===== config.mk =====
export PLATFORM = sky130hd
export DESIGN_NAME = pcs_tx_sched
export DESIGN_NICKNAME = d
export VERILOG_FILES = /design/src/rtl/pcs_tx_sched.sv
export SDC_FILE = /design/constraint.sdc
export NUM_CORES = 1
export LEC_CHECK = 0
export ABC_AREA = 1
export CAP_MARGIN = 20
export CORE_ASPECT_RATIO = 0.7
export CORE_MARGIN = 2
export CORE_UTILIZATION = 51
export DETAILED_ROUTE_END_ITERATION = 8
export PLACE_DENSITY = 0.79
export RECOVER_POWER = 50
export REMOVE_ABC_BUFFERS = 1
export SYNTH_ARGS = -nofsm -noshare
export SYNTH_HDL_FRONTEND = slang
export SYNTH_SLANG_ARGS = --single-unit

===== constraint.sdc =====
create_clock -name clk -period 1.6 [get_ports clk]
set_input_delay 0.16 -clock clk [delete_from_list [all_inputs] [get_ports clk]]
set_output_delay 0.16 -clock clk [all_outputs]
set_load 0.05 [all_outputs]

===== src/rtl/pcs_tx_sched.sv =====
// Two-requester MII transmit scheduler. It generates tx_ce, inserts preamble and SFD, arbitrates
// whole frames round-robin, enforces the inter-packet gap and flags underruns.
// Optional feature: define DEFER_EN to hold off new grants while crs is asserted.
module pcs_tx_sched #(
    parameter int CE_DIV      = 5,
    parameter int PRE_NIBBLES = 15,
    parameter int IPG_NIBBLES = 24
) (
    input  logic       clk,
    input  logic       rst,
    input  logic [1:0] req_valid,
    input  logic [7:0] req_data,
    input  logic [1:0] req_last,
    output logic [1:0] req_ready,
    input  logic       crs,
    output logic       tx_ce,
    output logic       tx_en,
    output logic [3:0] txd,
    output logic       tx_er,
    output logic [1:0] grant,
    output logic       busy,
    output logic       underrun
);
    localparam int CE_W  = $clog2(CE_DIV) + 1;
    localparam int N_MAX = (PRE_NIBBLES > IPG_NIBBLES) ? PRE_NIBBLES : IPG_NIBBLES;
    localparam int N_W   = $clog2(N_MAX) + 1;
    localparam logic [CE_W-1:0] CE_LAST  = CE_W'(CE_DIV - 1);
    localparam logic [N_W-1:0]  PRE_LAST = N_W'(PRE_NIBBLES);
    // The IDLE nibble is the final gap nibble, so IPG itself lasts one nibble less.
    localparam logic [N_W-1:0]  IPG_LAST = N_W'(IPG_NIBBLES - 1);

    typedef enum logic [2:0] {S_IDLE, S_PRE, S_SFD, S_DATA, S_LAST, S_IPG} state_t;

    state_t          state_q, state_d;
    logic [CE_W-1:0] ce_q;
    logic [N_W-1:0]  cnt_q, cnt_d;
    logic            tx_en_d, tx_er_d, rr_q, rr_d;
    logic [3:0]      txd_d, sel_data;
    logic [1:0]      grant_d;
    logic            owner, pick, in_xfer, defer, sel_valid, sel_last;

    always_ff @(posedge clk or posedge rst) begin
        if (rst)        ce_q <= '0;
        else if (tx_ce) ce_q <= '0;
        else            ce_q <= ce_q + CE_W'(1);
    end

    assign tx_ce = (ce_q == CE_LAST);

`ifdef DEFER_EN
    assign defer = crs;
`else
    logic unused_crs;
    assign unused_crs = crs;
    assign defer      = 1'b0;
`endif

    assign owner     = grant[1];
    assign sel_valid = req_valid[owner];
    assign sel_last  = req_last[owner];
    assign sel_data  = owner ? req_data[7:4] : req_data[3:0];
    assign in_xfer   = (state_q == S_SFD) || (state_q == S_DATA);
    assign req_ready = (tx_ce && in_xfer) ? grant : 2'b00;
    assign underrun  = tx_ce && in_xfer && !sel_valid;
    assign busy      = (state_q != S_IDLE);
    // rr_q holds the last owner; on a tie the other requester wins.
    assign pick      = (&req_valid) ? ~rr_q : req_valid[1];

    always_comb begin
        // NOTE: every *_d gets its hold value first so no path leaves one unassigned (no latches).
        state_d = state_q;
        cnt_d   = cnt_q;
        tx_en_d = tx_en;
        txd_d   = txd;
        tx_er_d = tx_er;
        grant_d = grant;
        rr_d    = rr_q;
        case (state_q)
            S_IDLE: begin
                if ((|req_valid) && !defer) begin
                    grant_d = pick ? 2'b10 : 2'b01;
                    tx_en_d = 1'b1;
                    txd_d   = 4'h5;
                    tx_er_d = 1'b0;
                    cnt_d   = N_W'(1);
                    state_d = S_PRE;
                end
            end
            S_PRE: begin
                if (cnt_q < PRE_LAST) begin
                    cnt_d = cnt_q + N_W'(1);
                end else begin
                    txd_d   = 4'hD;
                    state_d = S_SFD;
                end
            end
            S_SFD, S_DATA: begin
                state_d = S_DATA;
                if (sel_valid) begin
                    txd_d   = sel_data;
                    tx_er_d = 1'b0;
                    if (sel_last) state_d = S_LAST;
                end else begin
                    txd_d   = 4'h0;
                    tx_er_d = 1'b1;
                end
            end
            S_LAST: begin
                tx_en_d = 1'b0;
                txd_d   = 4'h0;
                tx_er_d = 1'b0;
                cnt_d   = N_W'(1);
                state_d = S_IPG;
            end
            S_IPG: begin
                if (cnt_q < IPG_LAST) begin
                    cnt_d = cnt_q + N_W'(1);
                end else begin
                    rr_d    = grant[1];
                    grant_d = 2'b00;
                    state_d = S_IDLE;
                end
            end
            default: state_d = S_IDLE;
        endcase
    end

    // NOTE: registers use non-blocking assignments so all of them update from the same pre-edge values.
    always_ff @(posedge clk or posedge rst) begin
        if (rst) begin
            state_q <= S_IDLE;
            cnt_q   <= '0;
            tx_en   <= 1'b0;
            txd     <= 4'h0;
            tx_er   <= 1'b0;
            grant   <= 2'b00;
            rr_q    <= 1'b1;
        end else if (tx_ce) begin
            state_q <= state_d;
            cnt_q   <= cnt_d;
            tx_en   <= tx_en_d;
            txd     <= txd_d;
            tx_er   <= tx_er_d;
            grant   <= grant_d;
            rr_q    <= rr_d;
        end
    end
endmodule

==> flow_metrics.env <==
export IMPL_cp_arrival_ns=1.41
export IMPL_async_flop_share_pct=100
export IMPL_critPathCaptureType="primary output"
export IMPL_worst_slew_pin_slew_ns=0.704
export IMPL_r2r_slack_ns=0.07
export IMPL_slew_violations=0
export IMPL_required_ns=1.44
export IMPL_critPathKind="register to primary output"
export IMPL_ys_seq_elements=22
export IMPL_synth_most_common_cell="nand2_1"
export IMPL_avgSynthCellArea_um2=7.44
export IMPL_h_tree_depth=1
export IMPL_grt_max_degree=14
export IMPL_path_cells="inv_2, ha_4, nand2_4, nor2_8, nand2_8, nor2_4, buf_12"
export IMPL_cts_buffer_depth=2
export IMPL_clock_skew_ns=0.00442
export IMPL_ant_nets=0
export IMPL_multiInputGateArea_um2=881
export IMPL_seq_area_um2=554
export IMPL_synthesis_area_um2=1440
export IMPL_ios=28
export IMPL_core_area_um2=2740
export IMPL_track_usage_pct=23.5
export IMPL_status="finished, final reports clean"
export IMPL_gp_congestion=0.827
export IMPL_fin_ws_ns=0.0254
export IMPL_place_ws_ns=0.0284
export IMPL_relSlewSlack_pct=53.1
export IMPL_drt_wirelength_per_cell_um=12.7
export IMPL_initialDrtViolationCount=99
export IMPL_rows=16
export IMPL_min_path_type="input pin to asynchronous set/reset pin"
export IMPL_crit_fanout=5
export IMPL_dp_hpwl_mm=2.64
export IMPL_critPathBufInv=2
export IMPL_synth_edf_count=0
export IMPL_dp_cells=258
export IMPL_final_min_clock_period_ns=1.57
export IMPL_grt_ovfl_total=0
export IMPL_slowest_stage="dfrtp_1"
export IMPL_peakVddDrop_mv=1.14
export IMPL_pwr_density_cell_nw_per_um2=1790
export IMPL_antenna_found_initial=0
export IMPL_clock_latency_ns=0.26
export IMPL_ys_warn_count=0
export IMPL_routed_wl_mm=3.37
export IMPL_drc=0
export IMPL_hold_violations=0
export IMPL_fillers=207
export IMPL_slowest_delay_ns=0.40
export IMPL_grt_setup_unrepaired="true"
export IMPL_synth_commonest_cells="nand2_1 (69), nand3_1 (23), dfrtp_1 (21)"
export IMPL_die_area_um2=3280
export IMPL_first_global_vias=1306
export IMPL_r2r_end="cnt_q[3]"
export IMPL_synth_flop_cell="dfrtp_1"
export IMPL_ys_types=26
export IMPL_initial_core_util_pct=52.6
export IMPL_synth_top_area_cell="dfrtp_1"
export IMPL_setup_viol=0
export IMPL_synth_seq_area_share_pct=38.2
export IMPL_netlist_instances=194
export IMPL_portBuffers=26
export IMPL_grt_pass1_wl_mm=5.82
export IMPL_layout_cells_non_filler=265
export IMPL_synthToLayoutAreaGrowth_pct=34.4
export IMPL_antenna_cells=0
export IMPL_cts_tree="built"
export IMPL_chipWidth_um=67.6
export IMPL_r2r_start="cnt_q[0]"
export IMPL_final_nets=249
export IMPL_hold_buffers=0
export IMPL_num_vias=1380
export IMPL_period_share_pct=98.4
export IMPL_maxCapViolCount=0
export IMPL_drive_above_1_share_pct=25.8
export IMPL_synth_top_area_share_pct=36.4
export IMPL_max_freq_mhz=635
export IMPL_clkTransAtPathRegs_ns=0.08
export IMPL_first_pass_iters=4
export IMPL_finalPower_w=0.00348
export IMPL_synth_area_leaders="dfrtp_1 (36%), nand2_1 (18%), nand3_1 (8.0%)"
export IMPL_ff2ff_path_depth=7
export IMPL_die_y_um=48.5
export IMPL_power_leakage_nw=0.993
export IMPL_critPathTopFamily="flip-flops"
export IMPL_worst_setup_path_start_kind="register"
export IMPL_root_buffer="clkbuf_8"
export IMPL_via_per_inst=5.21
export IMPL_numCtsBuffers=3
export IMPL_crit_path_start="ce_q[0]"
export IMPL_clock_sinks=22
[kinds of logic (layout without fill, tap and decap cells)]
logic type,Yosys count,in the layout,synth area share [%]
AND/OR/NAND/NOR,130,130,44.5
flip-flops,22,22,38.2
buffers and inverters,22,57,5.89
AO/OA/AOI/OAI,13,13,5.89
adder cells (fa/ha/maj),4,4,3.47
XOR/XNOR,2,2,1.21
multiplexers,1,1,0.780
[cell usage in the layout (no fill, tap or decap), types with 2 or more instances in the layout]
cell type,instances
xnor2_1,2
ha_1,3
inv_2,6
buf_4,13
buf_12,5
nand2_4,3
dfrtp_1,19
nor2_1,12
a21oi_1,3
o21ai_0,2
inv_4,2
nand4_1,4
nor2_2,2
o21bai_1,5
clkbuf_8,3
nor2_4,9
nand2_2,5
inv_1,12
dfrtp_2,2
nand3_1,23
nand3_4,2
clkbuf_1,3
clkdlybuf4s50_1,12
nand2_1,66
[power breakdown]
group          total, W  switching (W)  internal, W
registers      0.000925       0.000197     0.000728
clock network  0.000351       0.000174     0.000177
logic           0.00220        0.00143     0.000770
[cell type report]
type | instances | share of cell area [%]
clock buffers | 4 | 2.32
flip-flops and latches | 22 | 28.6
well taps | 36 | 2.32
inverters | 20 | 4.13
multi-input cells | 150 | 45.4
repair buffers | 33 | 17.3
[metrics by stage]
step / cell area, µm² / hold WS, ns / setup TNS [ns] / util [%]
2_1_floorplan: 1430 / 0.148 / -1.14 / -
3_3_place_gp: 1800 / 0.458 / 0 / 65.6
3_5_place_dp: 1800 / 0.468 / 0 / 65.6
4_1_cts: 1910 / 0.189 / -0.0181 / 69.6
5_1_grt: 1940 / 0.355 / -0.319 / 70.8
6_report: 1940 / 0.304 / 0 / 70.8
[what timing repair did]
action / in CTS / in global routing
pin swaps: 2 / 3
gates resized for setup: 14 / 8
setup endpoints to repair: 4 / 15
buffers inserted: 2 / 1
[worst max-delay path by stage]
stage | endpoint | cells after the start
global placement | req_ready[1] | 7
finish | req_ready[0] | 7
detailed placement | underrun | 7
floorplan | req_ready[0] | 6
global route | req_ready[1] | 7
CTS | underrun | 7
[metal layers]
metal  track usage, %  routed length [µm]  up-vias
met2             37.1                1640       34
met1             33.1                1510      651
li1                 -                   -      693
met3             4.88                 179        2
met5                0                   0        -
met4             5.10                  32        0
[state kept, by name, indices dropped and copies added (netlist names)]
signal   cells
cnt_q        6
ce_q         4
txd          4
state_q      3
grant        2
rr_q         1
tx_en        1
tx_er        1
No activity file was read; power rests on OpenSTA's default activity.
